`src/rtl/pc_next_ctrl_if.sv`:
```
// Fetch-side signal bundle between the program-counter controller and the fetch stage.
// The master drives PC/hazard/redirect inputs; the slave (controller) drives PC and IF/ID controls.
interface pc_next_ctrl_if;
  logic [9:0] PC_current;
  logic       mem_busy;
  logic       load_use_hazard;
  logic       branch_taken;
  logic [9:0] branch_target;
  logic       jump;
  logic [9:0] jump_target;
  logic       PC_write;
  logic [9:0] PC_new;
  logic       IF_ID_write;
  logic       IF_ID_flush;

  modport master (
    output PC_current, mem_busy, load_use_hazard, branch_taken, branch_target,
           jump, jump_target,
    input  PC_write, PC_new, IF_ID_write, IF_ID_flush
  );

  modport slave (
    input  PC_current, mem_busy, load_use_hazard, branch_taken, branch_target,
           jump, jump_target,
    output PC_write, PC_new, IF_ID_write, IF_ID_flush
  );
endinterface

```
`src/rtl/pc_next_ctrl.sv`:
```
// Next-PC controller: sequential fetch, stalls, and redirects deferred while memory is busy.
// Optional macro PC_STALL_CNT_EN adds a saturating stall_count output.
//
// state  | meaning
// S_RUN  | normal fetch
// S_STALL| memory busy, sequential fetch held
// S_PEND | redirect latched in pending_target, waiting for memory
module pc_next_ctrl (
  input  logic            clock,
  input  logic            reset,
  pc_next_ctrl_if.slave   bus
`ifdef PC_STALL_CNT_EN
  ,
  output logic [15:0]     stall_count
`endif
);

  typedef enum logic [1:0] {
    S_RUN   = 2'd0,
    S_STALL = 2'd1,
    S_PEND  = 2'd2
  } state_t;

  state_t     state, state_nxt;
  logic [9:0] pending_target, pending_nxt;
  logic       pc_write;
  logic [9:0] pc_new;
  logic       ifid_write;
  logic       ifid_flush;
  logic       redirect;
  logic [9:0] target;
  logic [9:0] seq_addr;

  assign redirect = bus.jump | bus.branch_taken;
  assign target   = bus.jump ? bus.jump_target : bus.branch_target;
  assign seq_addr = bus.PC_current + 10'd1;

  always_ff @(posedge clock) begin
    if (reset) begin
      state          <= S_RUN;
      pending_target <= 10'd0;
    end else begin
      state          <= state_nxt;
      pending_target <= pending_nxt;
    end
  end

  always_comb begin
    state_nxt   = state;
    pending_nxt = pending_target;
    pc_write    = 1'b0;
    pc_new      = bus.PC_current;
    ifid_write  = 1'b0;
    ifid_flush  = 1'b0;

    case (state)
      S_RUN, S_STALL: begin
        if (redirect) begin
          ifid_flush = 1'b1;
          ifid_write = 1'b1;
          // a redirect seen while stalled is always deferred, even if memory frees up
          if (state == S_RUN && !bus.mem_busy) begin
            pc_write = 1'b1;
            pc_new   = target;
          end else begin
            pending_nxt = target;
            state_nxt   = S_PEND;
          end
        end else if (bus.mem_busy) begin
          state_nxt = S_STALL;
        end else begin
          state_nxt = S_RUN;
          if (!bus.load_use_hazard) begin
            pc_write   = 1'b1;
            pc_new     = seq_addr;
            ifid_write = 1'b1;
          end
        end
      end
      S_PEND: begin
        ifid_flush = 1'b1;
        ifid_write = 1'b1;
        if (!bus.mem_busy) begin
          pc_write  = 1'b1;
          pc_new    = pending_target;
          state_nxt = S_RUN;
        end
      end
      default: state_nxt = S_RUN;
    endcase

    if (reset) begin
      pc_write    = 1'b1;
      pc_new      = 10'd0;
      ifid_write  = 1'b1;
      ifid_flush  = 1'b1;
      state_nxt   = S_RUN;
      pending_nxt = 10'd0;
    end
  end

  assign bus.PC_write    = pc_write;
  assign bus.PC_new      = pc_new;
  assign bus.IF_ID_write = ifid_write;
  assign bus.IF_ID_flush = ifid_flush;

`ifdef PC_STALL_CNT_EN
  always_ff @(posedge clock) begin
    if (reset)
      stall_count <= 16'd0;
    else if (!pc_write && stall_count != 16'hFFFF)
      stall_count <= stall_count + 16'd1;
  end
`endif

endmodule

```
`src/flat_wrapper.sv`:
```
// flat-port wrapper written by rule: the top's interface ports become plain ports
module pc_next_ctrl_flat 
  (clock, reset, bus_PC_current, bus_mem_busy, bus_load_use_hazard, bus_branch_taken, bus_branch_target, bus_jump, bus_jump_target, bus_PC_write, bus_PC_new, bus_IF_ID_write, bus_IF_ID_flush);
  pc_next_ctrl_if bus_i ();
  input  logic clock;
  input  logic reset;
  input wire logic [$bits(bus_i.PC_current)-1:0] bus_PC_current;
  input wire logic [$bits(bus_i.mem_busy)-1:0] bus_mem_busy;
  input wire logic [$bits(bus_i.load_use_hazard)-1:0] bus_load_use_hazard;
  input wire logic [$bits(bus_i.branch_taken)-1:0] bus_branch_taken;
  input wire logic [$bits(bus_i.branch_target)-1:0] bus_branch_target;
  input wire logic [$bits(bus_i.jump)-1:0] bus_jump;
  input wire logic [$bits(bus_i.jump_target)-1:0] bus_jump_target;
  output wire logic [$bits(bus_i.PC_write)-1:0] bus_PC_write;
  output wire logic [$bits(bus_i.PC_new)-1:0] bus_PC_new;
  output wire logic [$bits(bus_i.IF_ID_write)-1:0] bus_IF_ID_write;
  output wire logic [$bits(bus_i.IF_ID_flush)-1:0] bus_IF_ID_flush;
  assign bus_i.PC_current = bus_PC_current;
  assign bus_i.mem_busy = bus_mem_busy;
  assign bus_i.load_use_hazard = bus_load_use_hazard;
  assign bus_i.branch_taken = bus_branch_taken;
  assign bus_i.branch_target = bus_branch_target;
  assign bus_i.jump = bus_jump;
  assign bus_i.jump_target = bus_jump_target;
  assign bus_PC_write = bus_i.PC_write;
  assign bus_PC_new = bus_i.PC_new;
  assign bus_IF_ID_write = bus_i.IF_ID_write;
  assign bus_IF_ID_flush = bus_i.IF_ID_flush;
  pc_next_ctrl u_core (.clock(clock), .reset(reset), .bus(bus_i));
endmodule
```
`config.mk`:
```
export PLATFORM = sky130hd
export DESIGN_NAME = pc_next_ctrl_flat
export DESIGN_NICKNAME = d
export VERILOG_FILES = /design/src/rtl/pc_next_ctrl_if.sv /design/src/rtl/pc_next_ctrl.sv /design/src/flat_wrapper.sv
export SDC_FILE = /design/constraint.sdc
export NUM_CORES = 1
export LEC_CHECK = 0
export CAP_MARGIN = 20
export CORE_UTILIZATION = 48
export CTS_BUF_LIST = sky130_fd_sc_hd__clkbuf_2
export CTS_CLUSTER_DIAMETER = 80
export CTS_CLUSTER_SIZE = 10
export DETAILED_ROUTE_END_ITERATION = 10
export PLACE_DENSITY_LB_ADDON = 0.12
export SLEW_MARGIN = 20
export SYNTH_ARGS = -nofsm -noshare
export SYNTH_HDL_FRONTEND = slang
export SYNTH_SLANG_ARGS = --single-unit
```
`constraint.sdc`:
```
create_clock -name clock -period 3.68 [get_ports clock]
set_input_delay 0.368 -clock clock [delete_from_list [all_inputs] [get_ports clock]]
set_output_delay 0.368 -clock clock [all_outputs]
set_load 0.02 [all_outputs]
```
==> results.json, run 1 <==
{
  "status": "finished, final reports clean",
  "worstPathArrival_ns": 2.72,
  "p_clk_frac": 0.184,
  "hold_path_class": "reg -> reg",
  "syn_nets": 206,
  "ir_worst_vdd_mv": 0.1692,
  "cp.required_ns": 3.31,
  "synth-edff-count": 0,
  "ff2ff_setup_slack_ns": 2.16,
  "ys_warn_count": 0,
  "postCtsSetupRepairBufs": 0,
  "cts_buffers": 3,
  "antenna_found_initial": 0,
  "dieArea_um2": 2764,
  "ff_latch_area_um2": 240.2,
  "worstSkewPairLatency_ns": 0.28,
  "skew_ns": 0.003066,
  "hold_start": "u_core.pending_target[4]$_SDFFE_PP0P_",
  "p_int_mw": 0.2636,
  "fin_util": 0.7572,
  "leakage_nw": 0.6774,
  "drive_gt1_frac": 0.08879,
  "fmax_ghz": 0.3241,
  "hpwl_um": 2983,
  "grt_max_degree": 21,
  "top_layer_used": "met4",
  "synth_ff_type": "dfxtp_1",
  "async_reset_ff_frac": 0,
  "setup_tns_ns": 0,
  "clock-sinks": 12,
  "cts_buffer_depth": 2,
  "multi_input_area_um2": 905.9,
  "r2r_start": "u_core.state[1]$_SDFFE_PP0P_",
  "diodes": 0,
  "finalSetupViolCount": 0,
  "post_cts_resized": 0,
  "switchingPower_mw": 0.1582,
  "syn_inst": 169,
  "fp.coreArea_um2": 2318,
  "pin_count": 49,
  "synthDistinctLibCells": 42,
  "whs_path_depth": 2,
  "cts_hold_buf": 0,
  "drc": 0,
  "drt.antenna.violating_nets": 0,
  "wl_met3_um": 320,
  "grt_setup_unrepaired": "no",
  "drt-initial-drc-count": 97,
  "cp-start-kind": "primary input",
  "met2_length_um": 1926,
  "initial_utilization": 0.5294,
  "syn-cell-area_um2": 1227,
  "worst_pin_slew_ns": 0.7482,
  "ys_ff_latch": 12,
  "rows": 17,
  "wl_met1_um": 1680,
  "first_global_vias": 1487,
  "p_per_area_nw_per_um2": 240.3,
  "place_ws_ns": 0.6303,
  "drv_cap": 0,
  "criticalPathCategory": "in -> out",
  "worstRegToRegCells": 3,
  "final_hold_viol_count": 0,
  "seq_power_share": 0.357,
  "via_count": 1546,
  "fin_crit_sh": 0.8385,
  "layout_common_cells": "clkdlybuf4s50_1, nor2_1, mux2i_1",
  "drt-total-wl_um": 3970,
  "htree_levels": 1,
  "gp_congestion": 0.9062,
  "avgViaCountPerCell": 6.388,
  "min_period_ns": 3.086,
  "grt_pass1_wl_um": 6506,
  "grt_overflow": 0,
  "p_comb_frac": 0.459,
  "drv_slew": 0,
  "n_fill_cell": 184,
  "fp.dieH_um": 52.57,
  "die_w_um": 52.57,
  "crit_fanout": 8,
  "port_buffers": 48,
  "first_pass_iters": 4,
  "clk_pin_slew_ns": 0.15,
  "fin_ws_ns": 0.5942,
  "synth-seq-area-share": 0.1957,
  "clockRootBuffer": "clkbuf_2",
  "hold_end": "u_core.pending_target[4]$_SDFFE_PP0P_",
  "worstReg2RegEnd": "u_core.pending_target[6]$_SDFFE_PP0P_",
  "layout_commonest_cell": "clkdlybuf4s50_1",
  "fin_hold_ws_ns": 0.5050,
  "avgSynthCellArea_um2": 7.263,
  "max_slew_margin": 0.5005,
  "finalNetCount": 252,
  "cts_tree": "done",
  "cp-end-kind": "output port",
  "grt_use_total": 0.3127,
  "syn2layout_area_growth_pct": 43.02,
  "route.detailed.wl_per_inst_um": 16.40,
  "swShare": 0.3751
}
[worst max-delay path by stage]
stage                            startpoint             to  slack [ns]  cells after the start
2_1_floorplan                      bus_jump  bus_PC_new[1]        1.58                      6
3_3_place_gp                       bus_jump  bus_PC_new[3]        0.67                      6
3_5_place_dp                   bus_mem_busy  bus_PC_new[9]        0.63                      7
4_1_cts        u_core.state[1]$_SDFFE_PP0P_  bus_PC_new[9]        0.62                      4
5_1_grt        u_core.state[1]$_SDFFE_PP0P_  bus_PC_new[9]        0.50                      4
6_report                       bus_mem_busy  bus_PC_new[9]        0.59                      7
[power groups by stage]
stage	logic, mW	registers [mW]	clock network [mW]
finish	0.194	0.150	0.0778
global route	0.209	0.152	0.0866
CTS	0.192	0.150	0.0796
detailed placement	0.191	0.153	0
global placement	0.186	0.152	0
floorplan	0.106	0.147	0
[registers in the layout, summed over array words and instances, names as in the netlist]
| register | flops |
|---|---|
| u_core.pending_target | 10 |
| u_core.state | 2 |
[cells in the mapped netlist (all sizes together) (2+ instances only)]
cell type  instances  share of area
nor2              20          0.063
mux2i             14           0.11
dfxtp             12           0.20
nand2             12          0.037
a211oi            10          0.061
buf                8          0.037
nor3               8          0.042
clkbuf             7          0.021
a21oi              6          0.024
nand3              5          0.020
nand4              5          0.025
nor3b              5          0.031
o21ai              5          0.020
and3               4          0.020
inv                4          0.012
nand2b             4          0.020
nor4               4          0.020
or2                4          0.020
a221o              3          0.024
nor2b              3          0.015
o32ai              3          0.021
or3                3          0.015
a311oi             2          0.014
a31oi              2          0.010
a32oi              2          0.014
o211ai             2          0.012
[metal layers]
layer / up-vias / global-route usage
li1: 731 / -
met1: 717 / 0.3865
met2: 92 / 0.5675
met3: 6 / 0.03768
met4: 0 / 0.07018
met5: - / 0
[stage by stage]
step / instances / power [mW] / instance area, um^2
4_1_cts: 242 / 0.4216 / 1755
3_3_place_gp: 238 / 0.3382 / 1737
2_1_floorplan: 169 / 0.2534 / 1227
3_5_place_dp: 238 / 0.3439 / 1737
5_1_grt: 242 / 0.4478 / 1755
6_report: 242 / 0.4218 / 1755
[cell type report]
| cell class | instances | area share |
|---|---|---|
| clock buffers | 3 | 0.008553 |
| clock inverters | 1 | 0.002138 |
| inverters | 4 | 0.008553 |
| multi-input cells | 138 | 0.5160 |
| flip-flops and latches | 12 | 0.1368 |
| well taps | 28 | 0.01996 |
| repair buffers | 56 | 0.3079 |
[cell families (layout without fill, tap and decap cells)]
kind of cell,after synthesis,after routing,synth area share
AND/OR/NAND/NOR,81,81,0.3568
AO/OA/AOI/OAI,40,40,0.2365
buffers and inverters,19,64,0.07033
multiplexers,15,15,0.1233
flip-flops,12,12,0.1957
adder cells (fa/ha/maj),1,1,0.01019
XOR/XNOR,1,1,0.007137
[critical path: stages]
cell and delay, ns:
clkdlybuf4s50_1 0.53, nor4bb_1 0.32, buf_4 0.20, nand4_1 0.12, or4_1 0.44, o211ai_1 0.10
clkdlybuf4s50_1 0.63
Note: power is estimated with default switching activity, not from simulation.
==> run 2, diff against run 1 <==
CORE_UTILIZATION = 40   (was 48)
clock period = 2.6 ns   (was 3.68 ns; I/O delays follow)
==> run 2 against run 1 <==
Against the previous run: the run now ends with design-rule violations left; count of clock-buffer cells in the layout did not move; routed wire length increased by 3.0%; non-clock buffer count up 25; critical path depth stayed put; flip-flop and latch count stayed put; clock power grew 47%; combinational power rose by 53%; worst setup slack lost 0.44 ns; via count up 2.8%; total power increased by 47%; critical endpoint unchanged.
==> results.json, run 2 (synthesis results as in run 1) <==
{
  "status": "complete, but fails checks",
  "violations": "design-rule violations",
  "final_hold_viol_count": 0,
  "met2_usage": 0.4585,
  "cts_tree": "done",
  "max_slew_margin": 0.7614,
  "worstRegToRegCells": 6,
  "initial_utilization": 0.4339,
  "grt_use_total": 0.2709,
  "grt_setup_unrepaired": "no",
  "first_pass_iters": 7,
  "finalNetCount": 277,
  "rows": 19,
  "largest_reg_flops": 10,
  "top_register": "u_core.pending_target",
  "route.detailed.wl_per_inst_um": 15.15,
  "grt_max_degree": 20,
  "drc": 3,
  "hold_start": "u_core.pending_target[4]$_SDFFE_PP0P_",
  "via_count": 1590,
  "r2r_start": "u_core.state[0]$_SDFFE_PP0P_",
  "first_global_vias": 1589,
  "port_buffers": 48,
  "cts_buffers": 3,
  "use_met1": 0.3463,
  "criticalPathCategory": "in -> out",
  "drt.antenna.violating_nets": 0,
  "post_cts_resized": 12,
  "reg_top3": "u_core.pending_target (10), u_core.state (2)",
  "grt_overflow": 0,
  "worst_pin_slew_ns": 0.3575,
  "cp-end-kind": "output port",
  "whs_path_depth": 2,
  "critPathLaunch": "bus_PC_current[3]",
  "drv_slew": 0,
  "layout_commonest_cell": "clkdlybuf4s50_1",
  "worstPathArrival_ns": 2.19,
  "cp.required_ns": 2.34,
  "busiest_layer": "met2",
  "finalSetupViolCount": 0,
  "cts_hold_buf": 0,
  "fin_crit_sh": 0.9415,
  "gp_congestion": 0.8884,
  "antenna_found_initial": 0,
  "hold_path_class": "reg -> reg",
  "avgViaCountPerCell": 5.889,
  "skew_ns": 0.01334,
  "fp.coreArea_um2": 2829,
  "n_fill_cell": 249,
  "cp-start-kind": "primary input",
  "drv_cap": 0,
  "clockRootBuffer": "clkbuf_2",
  "htree_levels": 1,
  "fp.dieH_um": 57.40,
  "layout_common_cells": "clkdlybuf4s50_1, buf_4, nor2_1",
  "grt_pass1_wl_um": 6975,
  "cts_buffer_depth": 2,
  "worstSkewPairLatency_ns": 0.31,
  "syn2layout_area_growth_pct": 58.51,
  "p_total_mw": 0.6193,
  "drive_gt1_frac": 0.1883,
  "fmax_ghz": 0.4085,
  "drt-total-wl_um": 4090,
  "clk_pin_slew_ns": 0.14,
  "hpwl_um": 3172,
  "drt-initial-drc-count": 71,
  "crit_fanout": 6,
  "dpl_cell_area_um2": 1928,
  "use_met3": 0.03175,
  "dieArea_um2": 3294,
  "die_w_um": 57.40,
  "ir_worst_vdd_mv": 0.2020,
  "fin_util": 0.6877,
  "clock-sinks": 12,
  "leakage_nw": 0.8450,
  "final_cell_area_um2": 1946,
  "diodes": 0,
  "min_period_ns": 2.448,
  "postCtsSetupRepairBufs": 0,
  "pin_count": 49,
  "p_per_area_nw_per_um2": 318.3
}
-- run 2: cell types whose count changed in the layout (fill, tap and decap cells not counted) --
cell,delta
buf_4,+24
buf_6,+1
clkdlybuf4s50_1,-12
dlygate4sd2_1,+10
dlymetal6s2s_1,+2
nor2_1,-1
nor2_2,+1
-- run 2: where the power goes --
group | total, mW | switching (mW) | leakage [nW] | internal (mW)
logic | 0.297 | 0.142 | 0.732 | 0.155
clock network | 0.114 | 0.0807 | 0.0140 | 0.0334
registers | 0.208 | 0.00854 | 0.0992 | 0.199
-- run 2: worst max-delay path, stage by stage --
cell	delay [ns]
clkdlybuf4s50_1	0.50
nor4bb_1	0.28
buf_4	0.18
nand4_1	0.11
or4_1	0.42
o211ai_1	0.09
dlygate4sd2_1	0.35
-- run 2: layout make-up --
type | count | area, um^2 | share of cell area
multi-input cells | 138 | 908.4 | 0.4669
repair buffers | 81 | 724.4 | 0.3723
clock inverters | 1 | 3.754 | 0.001929
inverters | 4 | 15.01 | 0.007717
well taps | 31 | 38.79 | 0.01994
flip-flops and latches | 12 | 240.2 | 0.1235
clock buffers | 3 | 15.01 | 0.007717
-- run 2: final timing paths --
| kind | slack (ns) | end |
|---|---|---|
| min reg2reg | 0.51 | u_core.pending_target[4]$_SDFFE_PP0P_ |
| max reg2reg | 1.17 | u_core.pending_target[7]$_SDFFE_PP0P_ |
| min | 0.51 | u_core.pending_target[4]$_SDFFE_PP0P_ |
| max | 0.15 | bus_PC_new[9] |
-- run 2: stage by stage --
stage	hold WS (ns)	setup WS [ns]	instances	setup TNS, ns
final	0.5129	0.1520	270	0
after global routing	0.5271	0.04594	270	0
after CTS	0.5138	0.005307	270	0
after detailed placement	0.4951	-0.2130	266	-0.9480
after global placement	0.4845	-0.1325	266	-0.8376
after floorplan	0.4209	0.6820	169	0
-- run 2: metal layers --
| layer | share of wire | wire (um) | up-vias |
|---|---|---|---|
| met1 | 0.44 | 1788 | 734 |
| met4 | 0.017 | 68 | 0 |
| li1 | - | - | 783 |
| met3 | 0.069 | 282 | 7 |
| met2 | 0.48 | 1951 | 66 |
| met5 | 0 | 0 | - |
